$ cat src/rtl/controller_pkg.sv
// Shared definitions between the code sequencer and the training controller:
// opcode encodings, the instruction word layout and the sequencer FSM states.
package controller_pkg;

    localparam logic [3:0] OP_SET_ACT_DENSE     = 4'd1;
    localparam logic [3:0] OP_SET_COST          = 4'd2;
    localparam logic [3:0] OP_LOAD_WEIGHT       = 4'd3;
    localparam logic [3:0] OP_LOAD_INPUT_LABEL  = 4'd4;
    localparam logic [3:0] OP_SET_LEARNING_RATE = 4'd5;
    localparam logic [3:0] OP_UPDATE_WEIGHT     = 4'd6;
    localparam logic [3:0] OP_STALL             = 4'd7;
    localparam logic [3:0] OP_LOAD_Z            = 4'd8;

    localparam int CODE_W = 12;

    typedef struct packed {
        logic [3:0] op;
        logic [3:0] param_a;
        logic [3:0] param_b;
    } code_word_t;

    typedef enum logic [1:0] {
        ST_IDLE = 2'd0,
        ST_RUN  = 2'd1,
        ST_DONE = 2'd2
    } seq_state_t;

endpackage

$ cat src/rtl/code_mem.sv
// Program store: register array with synchronous write and asynchronous read.
// Contents are deliberately not reset so a program survives rst_n.
module code_mem #(
    parameter int DEPTH  = 64,
    parameter int ADDR_W = $clog2(DEPTH),
    parameter int WORD_W = 12
) (
    input  logic              clk,
    input  logic              we,
    input  logic [ADDR_W-1:0] waddr,
    input  logic [WORD_W-1:0] wdata,
    input  logic [ADDR_W-1:0] raddr,
    output logic [WORD_W-1:0] rdata
);

    logic [WORD_W-1:0] mem [DEPTH];

    always_ff @(posedge clk) begin
        if (we) mem[waddr] <= wdata;
    end

    assign rdata = mem[raddr];

endmodule

$ cat src/rtl/code_sequencer.sv
// Instruction sequencer: steps a program counter through the code store,
// presents the current line to the controller and reacts to its feedback.
module code_sequencer
    import controller_pkg::*;
#(
    parameter int DEPTH   = 64,
    parameter int ADDR_W  = $clog2(DEPTH),
    parameter int OP_W    = 4,
    parameter int PA_W    = 4,
    parameter int PB_W    = 4,
    parameter int EPOCH_W = 16
) (
    input  logic                 clk,
    input  logic                 rst_n,
    input  logic                 prog_we,
    input  logic [ADDR_W-1:0]    prog_addr,
    input  logic [11:0]          prog_data,
    input  logic                 start,
    input  logic                 abort,
    input  logic [ADDR_W-1:0]    last_line,
    input  logic [EPOCH_W-1:0]   epochs,
    input  logic                 count_reset,
    input  logic                 code_active,
    input  logic                 code_reset,
    output logic [OP_W-1:0]      op,
    output logic [PA_W-1:0]      param_a,
    output logic [PB_W-1:0]      param_b,
    output logic [PA_W+PB_W-1:0] param_c,
    output logic [31:0]          code_count,
    output logic                 enable,
    output logic                 busy,
    output logic                 done,
    output logic [EPOCH_W-1:0]   epoch,
    output logic [ADDR_W-1:0]    pc
);

    localparam int WORD_W = OP_W + PA_W + PB_W;

    seq_state_t          state;
    logic [ADDR_W-1:0]   last_q;
    logic [EPOCH_W-1:0]  epochs_q;
    logic [WORD_W-1:0]   rd_word;
    logic                run;
    logic                mem_we;
    logic [ADDR_W-1:0]   last_clamped;
    logic [EPOCH_W-1:0]  epochs_eff;
    logic [EPOCH_W:0]    epoch_nx;
    logic [31:0]         count_nx;

    assign run    = (state == ST_RUN);
    assign mem_we = prog_we && !run;

    code_mem #(.DEPTH(DEPTH), .ADDR_W(ADDR_W), .WORD_W(WORD_W)) u_mem (
        .clk   (clk),
        .we    (mem_we),
        .waddr (prog_addr),
        .wdata (WORD_W'(prog_data)),
        .raddr (pc),
        .rdata (rd_word)
    );

    // Only matters for non-power-of-two DEPTH; keeps pc inside the array.
    assign last_clamped = (int'(last_line) >= DEPTH) ? ADDR_W'(DEPTH - 1) : last_line;
    assign epochs_eff   = (epochs == '0) ? EPOCH_W'(1) : epochs;
    assign epoch_nx     = {1'b0, epoch} + (EPOCH_W+1)'(1);
    assign count_nx     = count_reset ? 32'd0
                        : (code_count == 32'hFFFF_FFFF) ? code_count : code_count + 32'd1;

    always_ff @(posedge clk or negedge rst_n) begin
        if (!rst_n) begin
            state      <= ST_IDLE;
            pc         <= '0;
            code_count <= '0;
            epoch      <= '0;
            last_q     <= '0;
            epochs_q   <= EPOCH_W'(1);
        end else begin
            case (state)
                ST_RUN: begin
                    if (abort) begin
                        state      <= ST_IDLE;
                        pc         <= '0;
                        code_count <= '0;
                    end else begin
                        code_count <= count_nx;
                        if (code_reset) begin
                            pc <= '0;
                        end else if (code_active) begin
                            if (pc != last_q) begin
                                pc <= pc + ADDR_W'(1);
                            end else if (epoch_nx < {1'b0, epochs_q}) begin
                                pc    <= '0;
                                epoch <= epoch_nx[EPOCH_W-1:0];
                            end else begin
                                state <= ST_DONE;
                            end
                        end
                    end
                end
                ST_IDLE, ST_DONE: begin
                    if (abort) begin
                        state      <= ST_IDLE;
                        pc         <= '0;
                        code_count <= '0;
                    end else if (start) begin
                        state      <= ST_RUN;
                        pc         <= '0;
                        code_count <= '0;
                        epoch      <= '0;
                        last_q     <= last_clamped;
                        epochs_q   <= epochs_eff;
                    end
                end
                default: state <= ST_IDLE;
            endcase
        end
    end

    // Zero fields outside RUN read as the controller's no-op.
    assign op      = run ? rd_word[WORD_W-1 -: OP_W]  : '0;
    assign param_a = run ? rd_word[PA_W+PB_W-1 -: PA_W] : '0;
    assign param_b = run ? rd_word[PB_W-1:0]           : '0;
    assign param_c = {param_a, param_b};
    assign enable  = run;
    assign busy    = run;
    assign done    = (state == ST_DONE);

endmodule

$ cat config.mk
export PLATFORM = sky130hd
export DESIGN_NAME = code_sequencer
export DESIGN_NICKNAME = d
export VERILOG_FILES = /design/src/rtl/controller_pkg.sv /design/src/rtl/code_mem.sv /design/src/rtl/code_sequencer.sv
export SDC_FILE = /design/constraint.sdc
export NUM_CORES = 1
export LEC_CHECK = 0
export ABC_CLOCK_PERIOD_IN_PS = 9100
export CELL_PAD_IN_SITES_DETAIL_PLACEMENT = 1
export CELL_PAD_IN_SITES_GLOBAL_PLACEMENT = 1
export CORE_MARGIN = 3
export CORE_UTILIZATION = 38
export DETAILED_ROUTE_END_ITERATION = 10
export PLACE_DENSITY_LB_ADDON = 0.2
export RECOVER_POWER = 100
export REMOVE_ABC_BUFFERS = 1
export SYNTH_ARGS = -nofsm -noshare
export SYNTH_HDL_FRONTEND = slang
export SYNTH_SLANG_ARGS = --single-unit
$ cat constraint.sdc
create_clock -name clk -period 9.1 [get_ports clk]
set_input_delay 1.82 -clock clk [delete_from_list [all_inputs] [get_ports clk]]
set_output_delay 1.82 -clock clk [all_outputs]
set_load 0.01 [all_outputs]
Word-level counts from Yosys, hierarchy flattened:

Memories as Yosys holds them, arrays and structs flattened.
Index checks and enable logic that the tools add are counted.

* bitwise gates (word level): 1
* $add $sub $neg: 3
* magnitude comparators: 1
* eq/ne operators: 19
* reductions and logical operators: 11
* mux-type cells: 36

Operators by type and width (count)
* 2-to-1 mux 32 bit: 5
* 2-to-1 mux 16 bit: 8
* one-hot mux 32 bit (2 select lines): 1
* 2-to-1 mux 6 bit: 7
* adder 32 x 1 -> 32 bit, second input constant: 1
* equality test 32 bit, second input constant: 1
* one-hot mux 16 bit (2 select lines): 1
* adder 16 x 1 -> 17 bit, second input constant: 1
* < comparator 17 x 16 -> 1 bit: 1
* logical NOT 16 bit: 1
* != test 3 bit, second input constant: 5
* 2-to-1 mux 2 bit: 7
* 2-to-1 mux 4 bit: 3
* != test 2 bit, second input constant: 6
* one-hot mux 6 bit (2 select lines): 1
* != test 4 bit, second input constant: 2
* AND reduction 8 bit: 1
* adder 6 x 1 -> 6 bit, second input constant: 1
* != test 6 bit: 1
* AND reduction 3 bit: 2
* != test 5 x 3 -> 1 bit, second input constant: 1
* AND reduction 5 bit: 1
* one-hot mux 2 bit (2 select lines): 1
* AND reduction 4 bit: 1
* other kinds (10): 11

* bits in registers: 78
* bits of input ports: 48
* logic and storage cells: 78
* memories: 1
* output and inout bits: 77
* bits in writable memories: 768

Memories
* u_mem.mem: depth 64, bits a word 12, rd ports 1, clocked after memory_dff 0, write ports 1, RTL line code_mem.sv:16 `logic [WORD_W-1:0] mem [DEPTH];`

Logic depth before layout (Yosys ltp):

Gate-level depths: netlist of the first run.

* depth in word-level cells: 8
* mapped depth: 14
* mapped depth without buffers: 12

Modules after synthesis:

From an unflattened synthesis of the first run, not the netlist that was laid out.

* cell total of the unflattened synthesis: 1805
* area, all modules: 34151.5 um^2

By module, submodules not included
* code_mem: times used 1, cells each 1327, sequential area each 23062.1 um^2, area each 29610.9 um^2
* code_sequencer: times used 1, cells each 478, sequential area each 1953.1 um^2, area each 4540.6 um^2

Least setup slack after synthesis of the first run:

OpenSTA, ideal clock, no wires.

* path kind: reg2out
* from: register pc[0]
* to: output param_c[4]
* path buffers: 5
* data required time: 7.280 ns
* slack: 4.613 ns
* arrival time: 2.667 ns
* cell stages (with the launch flop): 10
* path through: dfrtp_1 buf_4 buf_6 buf_6 or3b_1 buf_2 o221ai_1 a211oi_1 a2111oi_0 buf_4

* longest elaborated chain between the ends: 2

RTL lines
* start, declared: RTL line code_sequencer.sv:34 `output logic [ADDR_W-1:0] pc`
* start signal, assigned: RTL line code_sequencer.sv:90 `pc <= pc + ADDR_W'(1);`
* memory (64 x 12 bit)
* 2-to-1 mux 4 bit: RTL line code_sequencer.sv:121 `assign param_a = run ? rd_word[PA_W+PB_W-1 -: PA_W] : '0;`
* end, declared: RTL line code_sequencer.sv:28 `output logic [PA_W+PB_W-1:0] param_c,`

Every way passes these cells.

Worst setup path after layout of the first run:

* from: register pc[1]
* to: output op[1]

* longest elaborated chain between the ends: 2

RTL lines
* memory (64 x 12 bit)
* 2-to-1 mux 4 bit: RTL line code_sequencer.sv:120 `assign op = run ? rd_word[WORD_W-1 -: OP_W] : '0;`
* end, declared: RTL line code_sequencer.sv:25 `output logic [OP_W-1:0] op,`

Every way passes these cells.

==> flow_summary.toml, run 1 <==
[status]
status = "complete, but fails checks"
violations = "capacitance limit, slew limit"

[route]
drc_errors = 0
wl_met2_mm = 44.7
vias = 18700
drt_first_pass_iters = 5
viasPerCell = 5.62
met3_length_mm = 4.04
routed_wl_mm = 91.3
routedWlPerCell_um = 27.5
ant_nets = 0
drt-met1-wl_mm = 40.6
drt-initial-drc-count = 1543
dr.max_layer_used = "met4"

[setup_path]
r2r_start = "epoch[0]"
critPathRequiredTime_ns = 7.28
critical_path_cell_count = 6
crit_chain = "buf_4 > mux4_2 > and3b_1 > a21oi_1 > a2111oi_0 > clkdlybuf4s50_1"
reg2reg_to = "epoch[10]"
cpMaxStageDelayCell = "dfrtp_1"
startpoint = "pc[1]"
max_stage_delay_ns = 1.95
critPathCaptureType = "primary output"
crit_path_end = "op[1]"
worstSetupPathType = "register to primary output"
crit_buf_inv = 2
worst-endpoint-arrival_ns = 5.99
start_kind = "register"
cp_max_fo = 46
reg2reg_slack_ns = 3.46
worst_r2r_path_depth = 13
cp_top_family = "flip-flops"

[clock_tree]
cts.repair.resized = 0
tritoncts = "built"
htree_levels = 3
numCtsBuffers = 94
clk_latency_ns = 0.66
clk_pin_slew_worst_paths_ns = 0.06
cts_sinks = 846
postCtsSetupRepairBufs = 0
root_buffer = "clkbuf_16"
holdBufCountCts = 0
clk_path_buf_depth = 3

[sta]
maxSlewViolCount = 988
worst_pin_slew_ns = 3.92
final_hold_viol_count = 0
setup_viol = 0
max_freq_mhz = 128
rsz0062_at_grt = "false"
slew_headroom = -1.61
skew_ns = 0.0194
finalCriticalPeriod_ns = 7.81
period_share = 0.858

[cells_and_area]
final_nets = 2142
layout-area-overhead-vs-synth_pct = 16.1
drive_gt1_frac = 0.174
fin_util = 0.449
final_cell_area_um2 = 39900

[power_and_ir_drop]
power_uw = 9270
peakVddDrop_mv = 0.146
p_per_area_nw_per_um2 = 232
p_leak_uw = 0.0126

[place]
dp_hpwl_mm = 55.4
place_area_um2 = 37100
port_buffers = 124
gp_congestion = 0.827

[grt]
grt.total_usage = 0.194
grt_start_max_net_pins = 68
grt_pass1_vias = 19700
overflow = 0
antenna_found_initial = 2
grt_pass1_wl_mm = 135

[yosys]
yosysTopAreaCell = "edfxtp_1"
syn_avg_cell_area_um2 = 18.3
synth_mux_area_frac = 0.142
yosysMostFrequentCell = "edfxtp_1"
synthAdderAreaFrac = 0.00655
synth.cell_area_um2 = 34400
synthFlopType = "edfxtp_1"
synth.distinct_cells = 72
ys_ff_latch = 846
ys_warn_count = 0
synth_top_family_by_area = "multiplexers"
synth_edf_count = 768
synthTopCellsByArea = "edfxtp_1, mux4_2, dfrtp_1, mux2i_1, nor2_1"
synthSimpleGateAreaFrac = 0.0433
synth_compound_area_frac = 0.0537
synthArstFlopShare = 0.0922
seq_area_frac_synth = 0.727
synth_xor_area_frac = 0.00509
yosysTopAreaCellShare = 0.670
syn_inst = 1878
synth_common_cells = "edfxtp_1, mux4_2, nor2_1"

[die]
die_h_um = 307
start_util = 0.386
fp.dieW_um = 307
core_region_area_um2 = 89100
die_area_um2 = 94200
fp-row-count = 109
pin_count = 125

[min_path]
hold_start = "code_count[11]"
min-delay-path-class = "register to register"
hold_depth = 1

[flow_run]
maxCapViolCount = 19
cells by family after synthesis:
family	count (synthesis)
buf+inv	134
xor+xnor	20
simple gates	307
fa+ha+maj	18
flops	846
compound gates	282
mux	271
worst reg2reg max path, cell delays in order (launching register included):
cell,delay (ns)
dfrtp_1,0.51
ha_1,0.27
inv_1,0.09
nor3_1,0.79
nand3_1,0.19
xnor2_1,0.24
ha_1,0.31
a21oi_1,0.21
nand2_1,0.09
a2111oi_0,1.13
a211oi_2,0.17
clkbuf_1,0.38
or2_0,0.69
o41ai_1,0.45
metrics by stage:
step | hold WS, ns | setup WS, ns | instances | setup TNS, ns
3_3_place_gp | 0.489 | 2.80 | 3144 | 0
2_1_floorplan | 0.482 | -2.16 | 1768 | -40.12
4_1_cts | 0.513 | 2.13 | 3320 | 0
5_1_grt | 0.534 | 1.05 | 3320 | 0
6_report | 0.511 | 1.29 | 3322 | 0
3_5_place_dp | 0.506 | 2.86 | 3145 | 0
power breakdown:
group          switching (µW)  total, µW  leakage (µW)  internal, µW
combinational             585       1100       0.00312           513
clock                    1570       3820       0.00152          2250
sequential               60.8       4350       0.00795          4290
total                    2220       9270        0.0126          7050
worst min-delay path by stage:
stage | end | slack, ns
6_report | code_count[11] | 0.51
4_1_cts | code_count[27] | 0.51
5_1_grt | code_count[19] | 0.53
3_5_place_dp | epochs_q[0] | 0.51
3_3_place_gp | code_count[11] | 0.49
2_1_floorplan | epochs_q[0] | 0.48
per-layer routing:
layer  GRT usage  vias to the layer above
met3      0.0278                      101
met1       0.270                    10000
met2       0.322                      494
li1            -                     8046
met4      0.0493                        0
met5           0                        -
layout make-up:
class	instances	area, µm²
fillers	8431	49100
flip-flops and latches	846	25000
multi-input cells	898	8610
clock buffers	114	2500
repair buffers	212	1620
well taps	1165	1460
clock inverters	61	641
inverters	24	90.1
diodes	2	5.00
layout by cell type (no fill, tap or decap), types with 7 or more instances in the layout:
master,Yosys,routed
o221ai_1,27,27
mux2i_1,85,85
or3_1,9,9
nand3_1,22,22
clkbuf_1,33,87
a22oi_1,7,7
bufinv_16,0,10
a41oi_1,8,8
a31oi_1,14,14
edfxtp_1,768,768
nor2b_1,16,15
o31ai_1,23,23
xor2_1,7,7
clkinv_1,0,16
buf_4,27,14
clkinv_2,0,20
clkbuf_16,0,95
nand2_1,78,78
clkinvlp_4,0,7
a2111oi_0,19,18
nor2_1,115,115
and3_1,7,7
xnor2_1,13,13
nand4_1,10,10
a211oi_1,12,12
o21ai_0,81,92
mux2_2,15,15
a21oi_1,49,49
clkdlybuf4s50_1,0,48
ha_1,18,18
buf_2,30,10
dfrtp_1,77,76
mux4_2,168,168
nor3_1,8,9
inv_1,23,23
dlygate4sd3_1,0,63
state kept, by name, summed over array words and instances (netlist names):
signal and cells:
u_mem.mem 768, code_count 32, epoch 16, epochs_q 16, last_q 6, pc 6
state 2
(Power assumes the default switching activity.)
==> inputs of run 2 (changes only) <==
CORE_UTILIZATION = 57   (was 38)
==> run 2 against run 1 <==
Effect of this change: the flow still finishes with violations (capacitance limit, slew limit); register-to-register slack improved by 0.40 ns; cell count down 13%; fmax grew 3.6%; final area is 2.5% lower; die area shrank 33%; power is 3.7% lower; first-iteration DRC count increased by 42%; global-route usage is 9.6 points higher; critical path depth stayed put; clock power decreased by 7.9%; setup slack better by 0.27 ns; critical path type unchanged; critical endpoint is now param_c[3]; largest power group unchanged; highest routed layer unchanged.
==> flow_summary.toml, run 2 (same netlist as run 1, synthesis figures left out) <==
[status]
status = "complete, but fails checks"
violations = "capacitance limit, slew limit"

[die]
pin_count = 125
start_util = 0.580
die_h_um = 252
fp.dieW_um = 252
core_region_area_um2 = 59400
die_area_um2 = 63300
fp-row-count = 89

[setup_path]
cpMaxStageDelayCell = "dfrtp_1"
worstSetupPathType = "register to primary output"
start_kind = "register"
cp_max_fo = 22
cp_top_family = "simple AND/OR/NAND/NOR gates"
critPathCaptureType = "primary output"
crit_chain = "and2_0 > nand2_1 > o221ai_1 > a211oi_1 > a2111oi_0 > dlygate4sd3_1"
max_stage_delay_ns = 1.18
critPathRequiredTime_ns = 7.28
crit_buf_inv = 1
worst-endpoint-arrival_ns = 5.71

[route]
vias = 19200
viasPerCell = 6.66
drt-initial-drc-count = 2196
ant_nets = 0
routed_wl_mm = 90.2
drt_first_pass_iters = 6
drc_errors = 0
routedWlPerCell_um = 31.3

[cells_and_area]
final_nets = 2108
antennaDiodeCount = 0
layout_common_cells = "edfxtp_1, mux4_2, nor2_1"
top_regs = "u_mem.mem (768), code_count (32)"
nFillCells = 4955
largest-register = "u_mem.mem"
drive_gt1_frac = 0.163
layout-area-overhead-vs-synth_pct = 13.3
largest_reg_flops = 768
layout_commonest_cell = "edfxtp_1"

[grt]
grt_pass1_wl_mm = 134
antenna_found_initial = 0
grt.total_usage = 0.290
grt_start_max_net_pins = 115
overflow = 0
grt_pass1_vias = 20100

[min_path]
min-delay-path-class = "register to register"

[clock_tree]
root_buffer = "clkbuf_16"
clk_latency_ns = 0.66
cts.repair.resized = 0
numCtsBuffers = 86
clk_pin_slew_worst_paths_ns = 0.06
postCtsSetupRepairBufs = 0
clk_path_buf_depth = 3
htree_levels = 3
tritoncts = "built"
cts_sinks = 846
holdBufCountCts = 0

[power_and_ir_drop]
p_leak_uw = 0.0124
peakVddDrop_mv = 0.206
p_per_area_nw_per_um2 = 229
power_uw = 8930

[sta]
period_share = 0.828
setup_viol = 0
final_hold_viol_count = 0
fin_tns_setup_ns = 0
rsz0062_at_grt = "false"
worst_pin_slew_ns = 3.37
whs_ns = 0.509
slew_headroom = -1.25
maxSlewViolCount = 917
finalCriticalPeriod_ns = 7.53
max_freq_mhz = 133
skew_ns = 0.0298

[place]
dp_hpwl_mm = 53.1
port_buffers = 124
gp_congestion = 0.799

[flow_run]
maxCapViolCount = 18
[run 2: cell count changes in the layout (fill, tap and decap cells not counted), moves of 5 or more]
cell	delta
clkdlybuf4s50_1	-7
dlygate4sd3_1	+7
clkinv_1	+6
buf_2	-6
clkbuf_1	-18
clkbuf_16	-7
clkbuf_8	-5
[run 2: metal layers]
metal | wire length, µm | GRT usage
met3 | 6500 | 0.0483
met4 | 3390 | 0.112
met5 | 0 | 0
met2 | 45000 | 0.479
met1 | 35300 | 0.393
[run 2: layout make-up]
class | instances | area (µm²) | share of cell area
repair buffers | 186 | 1480 | 0.0380
multi-input cells | 898 | 8610 | 0.221
clock inverters | 57 | 542 | 0.0139
flip-flops and latches | 846 | 25000 | 0.642
clock buffers | 101 | 2250 | 0.0578
inverters | 24 | 90.1 | 0.00231
well taps | 773 | 967 | 0.0248
[run 2: power breakdown]
part | switching, µW | leakage [µW] | internal, µW
Sequential | 71.2 | 0.00795 | 4290
Clock | 1510 | 0.00136 | 2010
Combinational | 543 | 0.00308 | 507
[run 2: path summary, 6_finish.rpt]
check	start	endpoint	slack (ns)	cells past startpoint
worst min-delay path	code_count[11]	code_count[11]	0.51	1
worst max register to register	epoch[2]	epoch[3]	3.86	11
max in group asynchronous	rst_n	pc[1]	3.67	2
worst min register to register	code_count[11]	code_count[11]	0.51	1
worst max-delay path	pc[2]	param_c[3]	1.57	6
min in group asynchronous	rst_n	epoch[3]	1.61	1
[run 2: through the flow]
stage	setup slack, ns	area, µm²	cells	utilization
after floorplan	-2.16	33700	1768	-
after global placement	3.00	36400	2727	0.613
after detailed placement	2.88	36400	2727	0.613
after CTS	2.16	39200	2885	0.660
after global routing	1.25	39000	2885	0.656
final	1.57	39000	2885	0.656
